**src/rtl/pkg_ili9341.sv**
```systemverilog
// Shared types and default sizing for the ILI9341 SPI path.
package pkg_ili9341;

  typedef enum logic [1:0] {IDLE, SETUP, SHIFT, DONE} spi_state_t;

  localparam int SPI_DATA_W_DEF  = 8;
  localparam int SPI_CLK_DIV_DEF = 2;

endpackage

```
**src/rtl/spi_sclk_gen.sv**
```systemverilog
// SPI clock generator: registered sclk toggling every CLK_DIV cycles while run is high.
// clear forces sclk low and restarts the half-period count; rise_tick is suppressed under clear.
module spi_sclk_gen #(
  parameter int CLK_DIV = 2
) (
  input  logic clk,
  input  logic rst,
  input  logic run,
  input  logic clear,
  output logic half_tick,
  output logic rise_tick,
  output logic fall_tick,
  output logic sclk
);

  localparam int CW = (CLK_DIV > 1) ? $clog2(CLK_DIV) : 1;

  logic [CW-1:0] cnt;

  assign half_tick = run && (cnt == CW'(CLK_DIV - 1));
  assign rise_tick = half_tick && !sclk && !clear;
  assign fall_tick = half_tick && sclk;

  always_ff @(posedge clk or posedge rst) begin
    if (rst) begin
      cnt  <= '0;
      sclk <= 1'b0;
    end else if (!run || clear) begin
      cnt  <= '0;
      sclk <= 1'b0;
    end else if (half_tick) begin
      cnt  <= '0;
      sclk <= ~sclk;
    end else begin
      cnt <= cnt + 1'b1;
    end
  end

endmodule

```
**src/rtl/spi_master_ctrl.sv**
```systemverilog
// SPI mode-0 master, MSB first, one DATA_W word per send; optional miso capture under SPI_MISO_RX_EN.
// Latency: done pulses CLK_DIV*(2*DATA_W+1) clk edges after the accept edge.
// Backpressure: send is taken only in IDLE; requests while busy are dropped, not queued.
module spi_master_ctrl
  import pkg_ili9341::*;
#(
  parameter int DATA_W  = SPI_DATA_W_DEF,
  parameter int CLK_DIV = SPI_CLK_DIV_DEF
) (
  input  logic              clk,
  input  logic              rst,
  input  logic              send,
  input  logic [DATA_W-1:0] data_in,
  input  logic              dc_in,
  input  logic              hold_cs,
  output logic              busy,
  output logic              done,
  output logic              cs_n,
  output logic              dc,
  output logic              sclk,
  output logic              mosi
`ifdef SPI_MISO_RX_EN
  ,
  input  logic              miso,
  output logic [DATA_W-1:0] rx_data
`endif
);

  localparam int BW = $clog2(DATA_W + 1);

  spi_state_t        state;
  logic [BW-1:0]     bit_cnt;
  logic [DATA_W-1:0] tx_sr;
  logic [DATA_W-1:0] tx_next;
  logic              hold_q;
  logic              run, clear;
  logic              half_tick, rise_tick, fall_tick;

  // SETUP is the leading low half-period, so the generator runs through both states.
  assign run     = (state == SETUP) || (state == SHIFT);
  // End of the trailing low half-period once every bit has had its rising edge.
  assign clear   = (state == SHIFT) && half_tick && !sclk && (bit_cnt == '0);
  assign tx_next = tx_sr << 1;

  spi_sclk_gen #(.CLK_DIV(CLK_DIV)) u_sclk_gen (
    .clk       (clk),
    .rst       (rst),
    .run       (run),
    .clear     (clear),
    .half_tick (half_tick),
    .rise_tick (rise_tick),
    .fall_tick (fall_tick),
    .sclk      (sclk)
  );

  always_ff @(posedge clk or posedge rst) begin
    if (rst) begin
      state   <= IDLE;
      bit_cnt <= '0;
      tx_sr   <= '0;
      hold_q  <= 1'b0;
      cs_n    <= 1'b1;
      mosi    <= 1'b0;
      dc      <= 1'b0;
      busy    <= 1'b0;
      done    <= 1'b0;
    end else begin
      case (state)
        IDLE: begin
          if (send) begin
            state   <= SETUP;
            tx_sr   <= data_in;
            mosi    <= data_in[DATA_W-1];
            dc      <= dc_in;
            hold_q  <= hold_cs;
            bit_cnt <= BW'(DATA_W);
            cs_n    <= 1'b0;
            busy    <= 1'b1;
          end
        end
        SETUP: begin
          if (rise_tick) begin
            bit_cnt <= bit_cnt - 1'b1;
            state   <= SHIFT;
          end
        end
        SHIFT: begin
          if (clear) begin
            state <= DONE;
            done  <= 1'b1;
            busy  <= 1'b0;
            cs_n  <= hold_q ? 1'b0 : 1'b1;
          end else if (rise_tick) begin
            bit_cnt <= bit_cnt - 1'b1;
          end else if (fall_tick && (bit_cnt != '0)) begin
            tx_sr <= tx_next;
            mosi  <= tx_next[DATA_W-1];
          end
        end
        DONE: begin
          done  <= 1'b0;
          mosi  <= 1'b0;
          state <= IDLE;
        end
        default: state <= IDLE;
      endcase
    end
  end

`ifdef SPI_MISO_RX_EN
  logic [DATA_W-1:0] rx_sr;

  always_ff @(posedge clk or posedge rst) begin
    if (rst) begin
      rx_sr   <= '0;
      rx_data <= '0;
    end else begin
      if (rise_tick) rx_sr <= (rx_sr << 1) | DATA_W'(miso);
      if (clear) rx_data <= rx_sr;
    end
  end
`endif

endmodule

```
**config.mk**
```make
export PLATFORM = sky130hd
export DESIGN_NAME = spi_master_ctrl
export DESIGN_NICKNAME = d
export VERILOG_FILES = /design/src/rtl/pkg_ili9341.sv /design/src/rtl/spi_sclk_gen.sv /design/src/rtl/spi_master_ctrl.sv
export SDC_FILE = /design/constraint.sdc
export NUM_CORES = 1
export LEC_CHECK = 0
export BUFFER_PORTS_ARGS = -buffer_cell sky130_fd_sc_hd__buf_2
export CAP_MARGIN = 20
export CORE_ASPECT_RATIO = 1.4
export CORE_UTILIZATION = 47
export CTS_CLUSTER_SIZE = 10
export DETAILED_ROUTE_END_ITERATION = 10
export PLACE_DENSITY = 0.77
export SLEW_MARGIN = 20
export SYNTH_ARGS = -nofsm -noshare
export SYNTH_HDL_FRONTEND = slang
export SYNTH_SLANG_ARGS = --single-unit
export TNS_END_PERCENT = 10
```
**constraint.sdc**
```tcl
create_clock -name clk -period 1.84 [get_ports clk]
set_clock_uncertainty 0.1 [all_clocks]
set_input_delay 0.092 -clock clk [delete_from_list [all_inputs] [get_ports clk]]
set_output_delay 0.092 -clock clk [all_outputs]
set_load 0.05 [all_outputs]
```
; ---- Word-level counts from Yosys, hierarchy flattened
; Cells that the tools add are included.
[totals]
out_inout_bits = 6
regBits = 21
elab_cells = 82
in_bits = 13
[op_classes]
muxes = 31
bitwise = 1
n_eq_ne = 9
add_sub_neg = 2
reduce_logical = 28
[op_table]
columns = cell, n
row1 = $mux W7, 4
row2 = $mux W1, 14
row3 = $pmux W7 S2, 1
row4 = $mux W4, 3
row5 = $pmux W4 S3, 1
row6 = $reduce_and A5 Y1, 2
row7 = $reduce_and A3 Y1, 3
row8 = $logic_and A1 B1 Y1, 8
row9 = $ne A2 B2 Y1 const B, 4
row10 = $pmux W2 S4, 1
row11 = $mux W2, 3
row12 = $pmux W1 S2, 3
row13 = $reduce_bool A2 Y1, 3
row14 = $reduce_bool A3 Y1, 2
row15 = $eq A2 B2 Y1 const B, 2
row16 = $logic_not A4 Y1, 1
row17 = $ne A2 B1 Y1 const B, 2
row18 = $reduce_and A2 Y1, 2
row19 = $reduce_bool A4 Y1, 1
row20 = $sub A4 B1 Y4 const B, 1
row21 = $logic_not A1 Y1, 3
row22 = $pmux W1 S3, 1
row23 = $eq A2 B1 Y1 const B, 1
row24 = $logic_not A2 Y1, 1
row25 = 3 further kinds, 4

; ---- Depth between registers and ports, before layout
; Gate-level depths: netlist of run 1.
[depth]
ltp_word = 11
mapped_depth = 8
ltp_nobuf = 6

; ---- Modules after synthesis
; A second synthesis of run 1 with hierarchy kept.
[hier_totals]
hier_cells = 115
hier_area_um2 = 1203.7
[modules_own_cells]
columns = mod, area_per_inst_um2, instances, cells_per_inst, seq_area_each_um2
row1 = spi_master_ctrl, 1092.3, 1, 105, 476.7
row2 = spi_sclk_gen, 111.4, 1, 10, 50.0

; ---- Worst setup path after synthesis of run 1
; OpenSTA, ideal clock, no wires.
[synth_path]
path_kind = reg2reg
start = register state[0]
end = register bit_cnt[3]
path_buffers = 1
period_less_slack_ns = 1.849
setup_ns = 0.121
arrival_ns = 1.628
slack_ns = -0.009
path_stages_with_launch = 7
required_ns = 1.619
path_cell_list = dfrtp_1 -> inv_1 -> ha_1 -> clkbuf_1 -> a211o_1 -> or2_1 -> o22a_1
[synth_via]
elab_chain_cells = 11
word_cells_on_any_way = 18
classes_between = eq/ne (4) / mux (3) / reduce/logical (11)
[synth_rtl]
columns = element, line_no
row1 = start: declaration, spi_master_ctrl.sv:31  ; spi_state_t state;
row2 = start signal: assignment, spi_master_ctrl.sv:58  ; state <= IDLE;
row3 = start signal: assignment, spi_master_ctrl.sv:71  ; state <= SETUP;
row4 = start signal: assignment, spi_master_ctrl.sv:84  ; state <= SHIFT;
row5 = $eq A2 B1 Y1 / $eq A2 B2 Y1 (equally long branches), "spi_master_ctrl.sv:40, spi_master_ctrl.sv:68, spi_master_ctrl.sv:42"
row6 = $logic_or A1 B1 Y1, spi_master_ctrl.sv:40  ; assign run = (state == SETUP) || (state == SHIFT);
row7 = $logic_and A1 B1 Y1, spi_sclk_gen.sv:20  ; assign half_tick = run && (cnt == CW'(CLK_DIV - 1));
row8 = $logic_and A1 B1 Y1 (3 in a row), spi_master_ctrl.sv:42  ; assign clear = (state == SHIFT) && half_tick && !sclk && (bit_cnt == '0);
row9 = $logic_not A1 Y1, spi_sclk_gen.sv:21  ; assign rise_tick = half_tick && !sclk && !clear;
row10 = $logic_and A1 B1 Y1, spi_sclk_gen.sv:21
row11 = $mux W4 (2 in a row), --
row12 = $pmux W4 S3, spi_master_ctrl.sv:68  ; case (state)
row13 = end signal: assignment, spi_master_ctrl.sv:76  ; bit_cnt <= BW'(DATA_W);
row14 = end signal: assignment, spi_master_ctrl.sv:83  ; bit_cnt <= bit_cnt - 1'b1;
row15 = end signal: assignment, spi_master_ctrl.sv:94  ; bit_cnt <= bit_cnt - 1'b1;
row16 = end: declaration, spi_master_ctrl.sv:32  ; logic [BW-1:0] bit_cnt;
; Parallel ways exist; a longest one is shown, timed or not. The select of a mux whose other input is x is not followed.
; A chain may end at the register's enable or synchronous reset.

; ---- Worst setup path after layout of run 1
[layout_path]
start = register bit_cnt[1]
end = register state[1]
[layout_via]
elab_chain_cells = 6
word_cells_on_any_way = 7
classes_between = eq/ne (2) / reduce/logical (5)
[layout_rtl]
columns = element, line_no
row1 = $logic_not A4 Y1 (*), spi_master_ctrl.sv:42
row2 = $logic_and A1 B1 Y1 (*), spi_master_ctrl.sv:42
row3 = $logic_not A1 Y1, spi_sclk_gen.sv:21
row4 = $logic_and A1 B1 Y1, spi_sclk_gen.sv:21
row5 = $ne A2 B2 Y1 (no source line), --
row6 = $reduce_and A3 Y1 (no source line) (*), --
; Mark *: on every way between the ends. The rest lies on a longest branch, timed or not.

==> results of run 1 <==
-- per-stage QoR --
step | instance area, sq um | power (uW) | hold slack [ps] | setup slack [ps] | instances
2_1_floorplan | 1230 | 2060 | -32.2 | 16.9 | 129
3_3_place_gp | 1420 | 2450 | 31.3 | 26.6 | 187
3_5_place_dp | 1420 | 2540 | 37.0 | -55.6 | 187
4_1_cts | 1510 | 2880 | 45.8 | 0.532 | 194
5_1_grt | 1530 | 3110 | 70.1 | -64.5 | 194
6_report | 1530 | 2900 | 51.6 | 4.27 | 194
-- repair_timing --
action / in CTS / in global routing
hold endpoints to repair: 23 / 0
hold buffers: 3 / 0
gates cloned: 0 / 0
setup endpoints to repair: 9 / 11
pin swaps: 1 / 1
resized for setup: 6 / 4
-- Yosys cell counts, drive strengths merged --
cell	instances	area share [%]
a31oi	2	1.0
nor2b	3	1.5
dfrtp	20	41
ha	6	6.1
a21oi	6	2.5
dfstp	1	2.1
inv	10	3.1
nand2	5	1.5
nor3b	2	1.2
nor2	6	1.8
or2	1	0.51
o21ai	12	4.9
nor3	4	2.5
o21a	1	0.61
o221a	2	1.8
nand3	4	1.6
buf	3	1.4
nand3b	4	2.5
o22ai	9	4.6
a211o	1	0.72
o211ai	1	0.61
a2bb2oi	1	0.72
clkbuf	4	1.2
or3b	1	0.92
and2	1	0.51
o22a	3	2.1
or3	1	0.51
mux2	3	2.8
a211oi	2	1.2
o2bb2ai	2	1.4
nand2b	5	2.6
mux2i	3	2.5
-- worst min-delay path, cell delays in order --
cell and delay, ps:
buf_2 80, nand3_1 70, o21ai_0 80, o2bb2ai_1 110
-- cell usage in the layout (no fill, tap or decap), drive strengths merged, types with 4 or more instances in the layout --
cell    synthesis  routed
buf             3      31
dfrtp          20      20
o21ai          12      12
inv            10      10
o22ai           9       9
nor2            6       6
a21oi           6       6
ha              6       6
nand2b          5       5
nand2           5       5
nand3           4       4
nand3b          4       4
nor3            4       4
-- worst max-delay path by stage --
stage | start | endpoint | cells past startpoint
floorplan | state[0] | bit_cnt[3] | 6
global placement | bit_cnt[0] | bit_cnt[2] | 7
detailed placement | bit_cnt[1] | bit_cnt[2] | 7
CTS | bit_cnt[1] | state[1] | 6
global route | bit_cnt[1] | bit_cnt[3] | 7
finish | bit_cnt[1] | state[1] | 6
-- layout make-up --
class / instances / area share [%]
Timing Repair Buffer: 34 / 14.4
Inverter: 10 / 2.45
Multi-Input combinational cell: 91 / 44.2
Clock inverter: 1 / 0.327
Tap cell: 34 / 2.78
Sequential cell: 21 / 34.4
Clock buffer: 3 / 1.47
-- routing by layer --
| layer | wire [um] | up-vias | track usage, % |
|---|---|---|---|
| li1 | - | 529 | - |
| met1 | 1170 | 537 | 26.4 |
| met2 | 1510 | 12 | 37.3 |
| met3 | 40 | 5 | 2.60 |
| met4 | 55 | 0 | 11.0 |
| met5 | 0 | - | 0 |
-- cell families (layout without fill, tap and decap cells) --
group	Yosys count	in the layout
buf+inv	17	48
fa+ha+maj	6	6
flops	21	21
simple gates	37	37
compound gates	42	42
mux	6	6
-- power by group --
part | leakage (uW) | internal (uW) | total [uW] | switching (uW)
sequential | 0.000241 | 677 | 837 | 159
clock | 0.0000177 | 81.3 | 224 | 143
combinational | 0.000419 | 827 | 1840 | 1020
total | 0.000678 | 1590 | 2900 | 1320
==> results.sh, run 1 <==
export IMPL_fin_crit_sh_pct=99.8
export IMPL_area_growth_pct=25.1
export IMPL_crit_type="flip-flop to flip-flop"
export IMPL_total_leakage_power_uw=0.000678
export IMPL_antenna_found_initial=0
export IMPL_vias=1083
export IMPL_min_period_ps=1840
export IMPL_cts_tree="done"
export IMPL_synth_fp_nets=148
export IMPL_grt_pass1_wl_mm=4.69
export IMPL_io_buffers=18
export IMPL_remaining_drc_errors=0
export IMPL_grt_usage_pct=22.1
export IMPL_synth_compound_area_share_pct=22.3
export IMPL_die_area_sq_mm=0.00282
export IMPL_root_buffer="clkbuf_4"
export IMPL_antenna_diode_count=0
export IMPL_r2r_end="state[1]"
export IMPL_yosys_cell_types_count=35
export IMPL_core_sq_mm=0.00242
export IMPL_worstReg2RegStart="bit_cnt[1]"
export IMPL_synthSimpleGateAreaFrac_pct=17.7
export IMPL_multiInputGateArea_sq_um=677
export IMPL_cp_start_kind="flip-flop"
export IMPL_hold_class="primary input to flip-flop"
export IMPL_cellPowerDensity_mw_per_mm2=1890
export IMPL_final_nets=180
export IMPL_grt_pass1_vias=1102
export IMPL_cp_end_kind="flip-flop"
export IMPL_drv_cap=0
export IMPL_run_status="finished, final reports clean"
export IMPL_clk_latency_ps=310
export IMPL_regMostFlops="tx_sr"
export IMPL_synth_avg_cell_area_sq_um=9.50
export IMPL_finalHoldViolCount=0
export IMPL_dp_hpwl_mm=2.04
export IMPL_die_x_um=45.1
export IMPL_clk_pin_slew_worst_paths_ps=120
export IMPL_final_antenna_net_count=0
export IMPL_grt_max_degree=22
export IMPL_cts_buffers=3
export IMPL_synthXorXnorAreaFrac_pct=0
export IMPL_fillerInstances=218
export IMPL_worstHoldStart="data_in[0]"
export IMPL_core_rowCount=21
export IMPL_drt_vias_per_instance=5.58
export IMPL_synthMuxAreaShare_pct=5.21
export IMPL_cp_required_ps=1950
export IMPL_crit_slowest_cell="or3b_4"
export IMPL_yosysWarnings=0
export IMPL_drt_wirelength_per_cell_um=14.3
export IMPL_ys_seq_area_share_pct=43.0
export IMPL_clk_path_buf_depth=2
export IMPL_reg2reg_slack_ps=4
export IMPL_clock_fmax_ghz=0.545
export IMPL_top_regs="tx_sr (7), bit_cnt (4), state (2)"
export IMPL_synth_top_family_by_area="compound AO/OA/AOI/OAI gates"
export IMPL_synthesis_instances=129
export IMPL_io_pin_count=19
export IMPL_ir_drop_uv=1130
export IMPL_gp_congestion=0.783
export IMPL_wl_mm=2.78
export IMPL_slowest_delay_ps=420
export IMPL_ys_seq_elements=21
export IMPL_path_buf_inv=1
export IMPL_htree_levels=1
export IMPL_grt_overflow=0
export IMPL_min_path_cells=4
export IMPL_cp_max_fo=3
export IMPL_tightest_slew_ps=331
export IMPL_initial_utilization_pct=50.7
export IMPL_syn_area_sq_mm=0.00122
export IMPL_dr_pass1_iters=4
export IMPL_cp_top_family="simple AND/OR/NAND/NOR gates"
export IMPL_slew_headroom_pct=77.9
export IMPL_final_util_pct=63.4
export IMPL_drive_above_1_share_pct=31.9
export IMPL_drt_iter0_drc=36
export IMPL_seq_area_sq_um=527
export IMPL_r2r_cells=6
export IMPL_rsz0062_at_grt="yes"
export IMPL_die_height_um=62.4
export IMPL_post_cts_buffers=0
export IMPL_critPathArrivalTime_ps=1950
export IMPL_path_cells="inv_1 -> ha_1 -> or3b_4 -> nor3_4 -> o21ai_2 -> mux2_2"
export IMPL_synth_fa_ha_area_share_pct=6.13
export IMPL_cts_sinks=21
export IMPL_min_to="tx_sr[0]"
export IMPL_largest_reg_flops=7
export IMPL_slew_violations=0
export IMPL_setup_violations=0
export IMPL_fin_tns_setup_ps=0
(Power assumes the default switching activity.)
==> inputs of run 2 (changes only) <==
--- a/config.mk
+++ b/config.mk
@@ -15,5 +15,6 @@
 export SLEW_MARGIN = 20
 export SYNTH_ARGS = -nofsm -noshare
 export SYNTH_HDL_FRONTEND = slang
+export SYNTH_HIERARCHICAL = 1
 export SYNTH_SLANG_ARGS = --single-unit
 export TNS_END_PERCENT = 10
==> run 2 against run 1 <==
Compared with the run above:
- the flow now finishes with violations (hold timing, setup timing)
- final area increased by 11%
- clock-buffer cell count rose by 1
- worst setup slack got worse by 450 ps
- largest power group unchanged
==> results.sh, run 2 <==
export IMPL_run_status="finished with violations"
export IMPL_violations="hold timing, setup timing"
export IMPL_io_pin_count=19
export IMPL_clockPowerShare_pct=7.3
export IMPL_ys_seq_elements=21
export IMPL_grt_busiest_layer="met2"
export IMPL_synth_compound_area_share_pct=13.3
export IMPL_cp_required_ps=1950
export IMPL_placedCellCount=184
export IMPL_clk_latency_ps=310
export IMPL_crit_start="state[0]"
export IMPL_cts_sinks=21
export IMPL_fin_ws_ps=-442
export IMPL_drive_above_1_share_pct=41.0
export IMPL_top_regs="tx_sr (7), bit_cnt (4), state (2)"
export IMPL_pre_cts_slack_ps=-557
export IMPL_die_height_um=61.9
export IMPL_wl_mm=2.62
export IMPL_fillerInstances=179
export IMPL_finalHoldViolCount=1
export IMPL_largest_reg_flops=7
export IMPL_crit_type="flip-flop to flip-flop"
export IMPL_synthesis_instances=115
export IMPL_root_buffer="clkbuf_4"
export IMPL_met2_usage_pct=38.9
export IMPL_cts_buffers=3
export IMPL_grt_overflow=0
export IMPL_yosysWarnings=6
export IMPL_fin_hold_ws_ps=-4.70
export IMPL_grt_util_met3_pct=3.18
export IMPL_dr_pass1_iters=4
export IMPL_instances_no_fill=200
export IMPL_total_power_uw=3110
export IMPL_min_period_ps=2280
export IMPL_drt_wirelength_per_cell_um=13.1
export IMPL_stdcell_area_sq_mm=0.00169
export IMPL_setup_violations=15
export IMPL_p_seq_share_pct=25.7
export IMPL_antenna_diode_count=0
export IMPL_ir_drop_uv=1060
export IMPL_min_to="tx_sr[2]"
export IMPL_final_antenna_net_count=0
export IMPL_final_nets=186
export IMPL_cell_internal_pwr_uw=1770
export IMPL_cp_start_kind="flip-flop"
export IMPL_place_area_sq_mm=0.00151
export IMPL_synth_top_cell_by_area="dfrtp_1"
export IMPL_cp_max_fo=4
export IMPL_clk_pin_slew_worst_paths_ps=120
export IMPL_yosys_cell_types_count=39
export IMPL_clk_path_buf_depth=2
export IMPL_final_common_cell="dfrtp_1"
export IMPL_grt_max_degree=20
export IMPL_async_reset_ff_share_pct=100
export IMPL_drt_vias_per_instance=5.07
export IMPL_ys_top_cells_by_area="dfrtp_1 (42%), mux2i_1 (10%), ha_1 (6.2%)"
export IMPL_grt_pass1_wl_mm=4.23
export IMPL_io_buffers=18
export IMPL_clock_fmax_ghz=0.438
export IMPL_regMostFlops="tx_sr"
export IMPL_remaining_drc_errors=0
export IMPL_synth_most_common_cell="dfrtp_1"
export IMPL_tightest_slew_ps=720
export IMPL_synth_avg_cell_area_sq_um=10.5
export IMPL_synth_fp_nets=134
export IMPL_synthTopCellsByCount="dfrtp_1 (20), nor2_1 (14), inv_1 (12), mux2i_1 (12), a21oi_1 (7)"
export IMPL_r2r_cells=13
export IMPL_die_x_um=44.8
export IMPL_rsz0062_at_grt="yes"
export IMPL_core_sq_mm=0.00242
export IMPL_gr_usage_met1_pct=23.5
export IMPL_synth_top_family_by_area="simple AND/OR/NAND/NOR gates"
export IMPL_drt_iter0_drc=26
export IMPL_worstHoldStart="data_in[2]"
export IMPL_layout_cells_most_common_list="dfrtp_1 (20), buf_4 (19), buf_2 (18)"
export IMPL_power_switching_uw=1350
export IMPL_total_leakage_power_uw=0.000807
export IMPL_p_comb_share_pct=67.0
export IMPL_vias=1013
export IMPL_cellPowerDensity_mw_per_mm2=1840
export IMPL_die_area_sq_mm=0.00277
export IMPL_slew_violations=0
export IMPL_ys_seq_area_share_pct=43.8
export IMPL_synth_fa_ha_area_share_pct=6.24
export IMPL_antenna_found_initial=0
export IMPL_grt_pass1_vias=1037
export IMPL_p_sw_share_pct=43.2
export IMPL_dp_hpwl_mm=1.91
export IMPL_hold_class="primary input to flip-flop"
export IMPL_grt_usage_pct=21.4
export IMPL_min_path_cells=3
export IMPL_synth_edf_count=0
export IMPL_synthSimpleGateAreaFrac_pct=19.0
export IMPL_drv_cap=0
export IMPL_cp_end_kind="flip-flop"
export IMPL_reg2reg_slack_ps=-440
export IMPL_synthMuxAreaShare_pct=11.9
export IMPL_synthXorXnorAreaFrac_pct=0.728
export IMPL_slew_headroom_pct=52.0
export IMPL_cts_tree="done"
export IMPL_worstReg2RegStart="state[0]"
export IMPL_syn_area_sq_mm=0.00120
export IMPL_initial_utilization_pct=49.8
export IMPL_htree_levels=1
export IMPL_area_growth_pct=40.7
export IMPL_r2r_end="bit_cnt[3]"
export IMPL_synth_top_cell_area_share_pct=41.6
export IMPL_critPathArrivalTime_ps=2400
export IMPL_gp_congestion=0.742
export IMPL_synthFlopType="dfrtp_1"
export IMPL_fin_crit_sh_pct=124
export IMPL_core_rowCount=21
run 2: cell types whose count changed in the layout (fill, tap and decap cells not counted), moves of 7 or more:
| cell | delta |
|---|---|
| dlygate4sd3_1 | +8 |
| mux2i_1 | +8 |
| o22ai_1 | -8 |
| buf_4 | +7 |
| nor2_1 | +7 |
| o21ai_0 | -7 |
run 2: power groups by stage:
stage	clock network, uW	registers (uW)	logic, uW
final	227	801	2090
after global routing	250	827	2250
after CTS	231	802	2040
after detailed placement	0	822	1910
after global placement	0	806	1840
after floorplan	0	993	1150
run 2: cells by family (layout without fill, tap and decap cells):
kind of cell    count (synthesis)  in the layout
compound gates                 20             20
xor+xnor                        1              1
fa+ha+maj                       6              6
buf+inv                        15             66
flops                          21             21
mux                            14             14
simple gates                   38             38
run 2: cell type report:
cell class / count / area (sq um) / area share [%]
Sequential cell: 21 / 527 / 31.1
Multi-Input combinational cell: 79 / 679 / 40.1
Tap cell: 34 / 42.5 / 2.51
Clock buffer: 4 / 26.3 / 1.55
Inverter: 12 / 45.0 / 2.66
Timing Repair Buffer: 50 / 374 / 22.1
run 2: how the worst max path moves through the flow:
stage | slack [ps] | cells past startpoint | to
2_1_floorplan | -500 | 13 | tx_sr[6]
3_3_place_gp | -400 | 8 | state[1]
3_5_place_dp | -560 | 12 | bit_cnt[2]
4_1_cts | -410 | 13 | tx_sr[2]
5_1_grt | -580 | 13 | bit_cnt[3]
6_report | -440 | 13 | bit_cnt[3]
run 2: what timing repair did:
action,CTS,global route
pin swaps,3,0
cloned,0,0
gates resized for setup,5,3
setup endpoints to repair,16,15
endpoints found under the hold margin,30,0
hold buffers,11,0
buffers inserted,1,0
run 2: critical path: stages, from the launching register on:
cell and delay [ps]:
dfrtp_1 400, inv_2 100, ha_4 200, and2_4 130
nor2b_4 120, nand2_2 80, inv_2 40, nand2b_4 140
nor3b_4 240, mux2i_2 130, nor2_2 160, buf_4 140
and4_1 180, nor2_1 40
run 2: routing by layer:
layer	wire, um	vias up
met5	0	-
met4	55	0
met3	97	5
met2	1420	34
met1	1050	477
li1	-	497
run 2: stage by stage:
stage          setup TNS (ps)  hold slack, ps  util (%)
3_3_place_gp            -5440            -150      62.5
5_1_grt                 -7740            2.04      70.1
6_report                -5840           -4.70      70.1
2_1_floorplan           -6320            -267         -
3_5_place_dp            -6950            -146      62.5
4_1_cts                 -5760            3.36      69.7
==> inputs of run 3 (changes only) <==
--- a/config.mk
+++ b/config.mk
@@ -17,4 +17,4 @@
 export SYNTH_HDL_FRONTEND = slang
 export SYNTH_HIERARCHICAL = 1
 export SYNTH_SLANG_ARGS = --single-unit
-export TNS_END_PERCENT = 10
+export TNS_END_PERCENT = 20
==> run 3 against run 2 <==
Compared with the run above:
- the flow finishes with violations (setup timing)
- combinational power grew 3%
- global-route usage grew 0.43 points
- worst hold slack better by 11 ps
- final area grew 2.2%
- register-to-register slack got worse by 30 ps
- clock power about the same
- sequential power rose by 0.5%
- die area unchanged
- largest cell class unchanged
- highest routed layer unchanged
==> results.sh, run 3 (same netlist as run 2, synthesis figures left out) <==
export IMPL_run_status="finished with violations"
export IMPL_violations="setup timing"
export IMPL_drv_cap=0
export IMPL_remaining_drc_errors=0
export IMPL_rsz0062_at_grt="yes"
export IMPL_min_period_ps=2310
export IMPL_min_path_cells=3
export IMPL_cp_required_ps=1960
export IMPL_regMostFlops="tx_sr"
export IMPL_drt_iter0_drc=15
export IMPL_cts_buffers=3
export IMPL_top_regs="tx_sr (7), bit_cnt (4), state (2)"
export IMPL_final_antenna_net_count=0
export IMPL_grt_pass1_wl_mm=4.34
export IMPL_grt_usage_pct=21.8
export IMPL_fin_hold_ws_ps=6.65
export IMPL_slew_violations=0
export IMPL_core_rowCount=21
export IMPL_dr_pass1_iters=4
export IMPL_hold_class="primary input to flip-flop"
export IMPL_vias=1013
export IMPL_min_to="tx_sr[1]"
export IMPL_layout_cells_most_common_list="buf_4 (24), dfrtp_1 (20), buf_2 (18)"
export IMPL_grt_overflow=0
export IMPL_cp_start_kind="flip-flop"
export IMPL_drt_wirelength_per_cell_um=13.1
export IMPL_cts_sinks=21
export IMPL_root_buffer="clkbuf_4"
export IMPL_wl_mm=2.68
export IMPL_gp_congestion=0.751
export IMPL_place_area_sq_mm=0.00152
export IMPL_die_height_um=61.9
export IMPL_die_area_sq_mm=0.00277
export IMPL_tightest_slew_ps=736
export IMPL_grt_max_degree=20
export IMPL_total_leakage_power_uw=0.000838
export IMPL_io_buffers=18
export IMPL_cp_max_fo=4
export IMPL_clk_pin_slew_worst_paths_ps=110
export IMPL_clk_path_buf_depth=2
export IMPL_cts_tree="done"
export IMPL_ir_drop_uv=1140
export IMPL_clk_latency_ps=310
export IMPL_crit_type="flip-flop to flip-flop"
export IMPL_final_common_cell="buf_4"
export IMPL_r2r_end="bit_cnt[2]"
export IMPL_cp_end_kind="flip-flop"
export IMPL_finalHoldViolCount=0
export IMPL_fillerInstances=179
export IMPL_setup_violations=16
export IMPL_grt_pass1_vias=1020
export IMPL_area_growth_pct=43.9
export IMPL_die_x_um=44.8
export IMPL_reg2reg_slack_ps=-470
export IMPL_core_sq_mm=0.00242
export IMPL_drt_vias_per_instance=4.94
export IMPL_antenna_diode_count=0
export IMPL_r2r_cells=12
export IMPL_cellPowerDensity_mw_per_mm2=1840
export IMPL_stdcell_area_sq_mm=0.00173
export IMPL_dp_hpwl_mm=1.89
export IMPL_multiInputGateArea_sq_um=678
export IMPL_fin_ws_ps=-470
export IMPL_slew_headroom_pct=50.9
export IMPL_clock_fmax_ghz=0.433
export IMPL_drive_above_1_share_pct=42.7
export IMPL_io_pin_count=19
export IMPL_htree_levels=1
export IMPL_final_nets=191
export IMPL_fin_crit_sh_pct=126
export IMPL_seq_area_sq_um=527
export IMPL_antenna_found_initial=0
export IMPL_worstHoldStart="data_in[1]"
export IMPL_initial_utilization_pct=49.8
export IMPL_critPathArrivalTime_ps=2430
export IMPL_placedCellCount=185
export IMPL_instances_no_fill=205
export IMPL_largest_reg_flops=7
export IMPL_worstReg2RegStart="state[1]"
[run 3: through the flow]
| step | setup TNS, ps | utilization, % | setup WS [ps] | power, uW |
|---|---|---|---|---|
| global route | -8030 | 71.6 | -589 | 3400 |
| floorplan | -6320 | - | -505 | 2140 |
| detailed placement | -6800 | 62.8 | -544 | 2760 |
| global placement | -5360 | 62.8 | -398 | 2660 |
| finish | -6350 | 71.6 | -470 | 3190 |
| CTS | -6370 | 70.7 | -473 | 3130 |
[run 3: worst max path at each step]
stage | start | to | slack [ps] | depth (start not counted)
after detailed placement | state[1] | bit_cnt[2] | -540 | 12
after floorplan | state[1] | tx_sr[6] | -500 | 13
final | state[1] | bit_cnt[2] | -470 | 12
after global routing | state[1] | bit_cnt[2] | -590 | 12
after global placement | state[1] | state[1] | -400 | 8
after CTS | state[1] | tx_sr[1] | -470 | 13
[run 3: metal layers]
| layer | routed length (um) | part of all wire (%) | vias to the layer above | global-route usage [%] |
|---|---|---|---|---|
| met5 | 0 | 0 | - | 0 |
| met4 | 75 | 2.8 | 0 | 11.7 |
| met3 | 50 | 1.9 | 7 | 2.89 |
| met2 | 1400 | 52 | 18 | 38.2 |
| met1 | 1160 | 43 | 481 | 25.9 |
| li1 | - | - | 507 | - |
[run 3: where the power goes]
part	internal [uW]	total [uW]	switching, uW
registers	683	805	122
logic	1060	2150	1090
clock network	84.9	229	144
[run 3: cell type report]
| cell class | instances | area share, % |
|---|---|---|
| Multi-Input combinational cell | 79 | 39.2 |
| Sequential cell | 21 | 30.4 |
| Timing Repair Buffer | 55 | 23.8 |
| Inverter | 12 | 2.60 |
| Tap cell | 34 | 2.46 |
| Clock buffer | 4 | 1.52 |
[run 3: timing repair]
item / in CTS / in global routing
pin swaps: 8 / 1
cloned: 0 / 0
hold buffers: 10 / 0
setup buffers: 3 / 3
endpoints found under the hold margin: 29 / 0
resized for setup: 8 / 1
setup endpoints to repair: 16 / 16
[run 3: worst max-delay path, cell delays in order (launching register included)]
cell and delay, ps:
dfrtp_1 440, inv_2 90, ha_4 200, and2_4 130, nor2b_4 120, nand2_2 80, inv_2 40, nand2b_4 140
nor3b_4 230, mux2i_1 130, nor2_1 180, nand2_2 120, o41ai_2 230
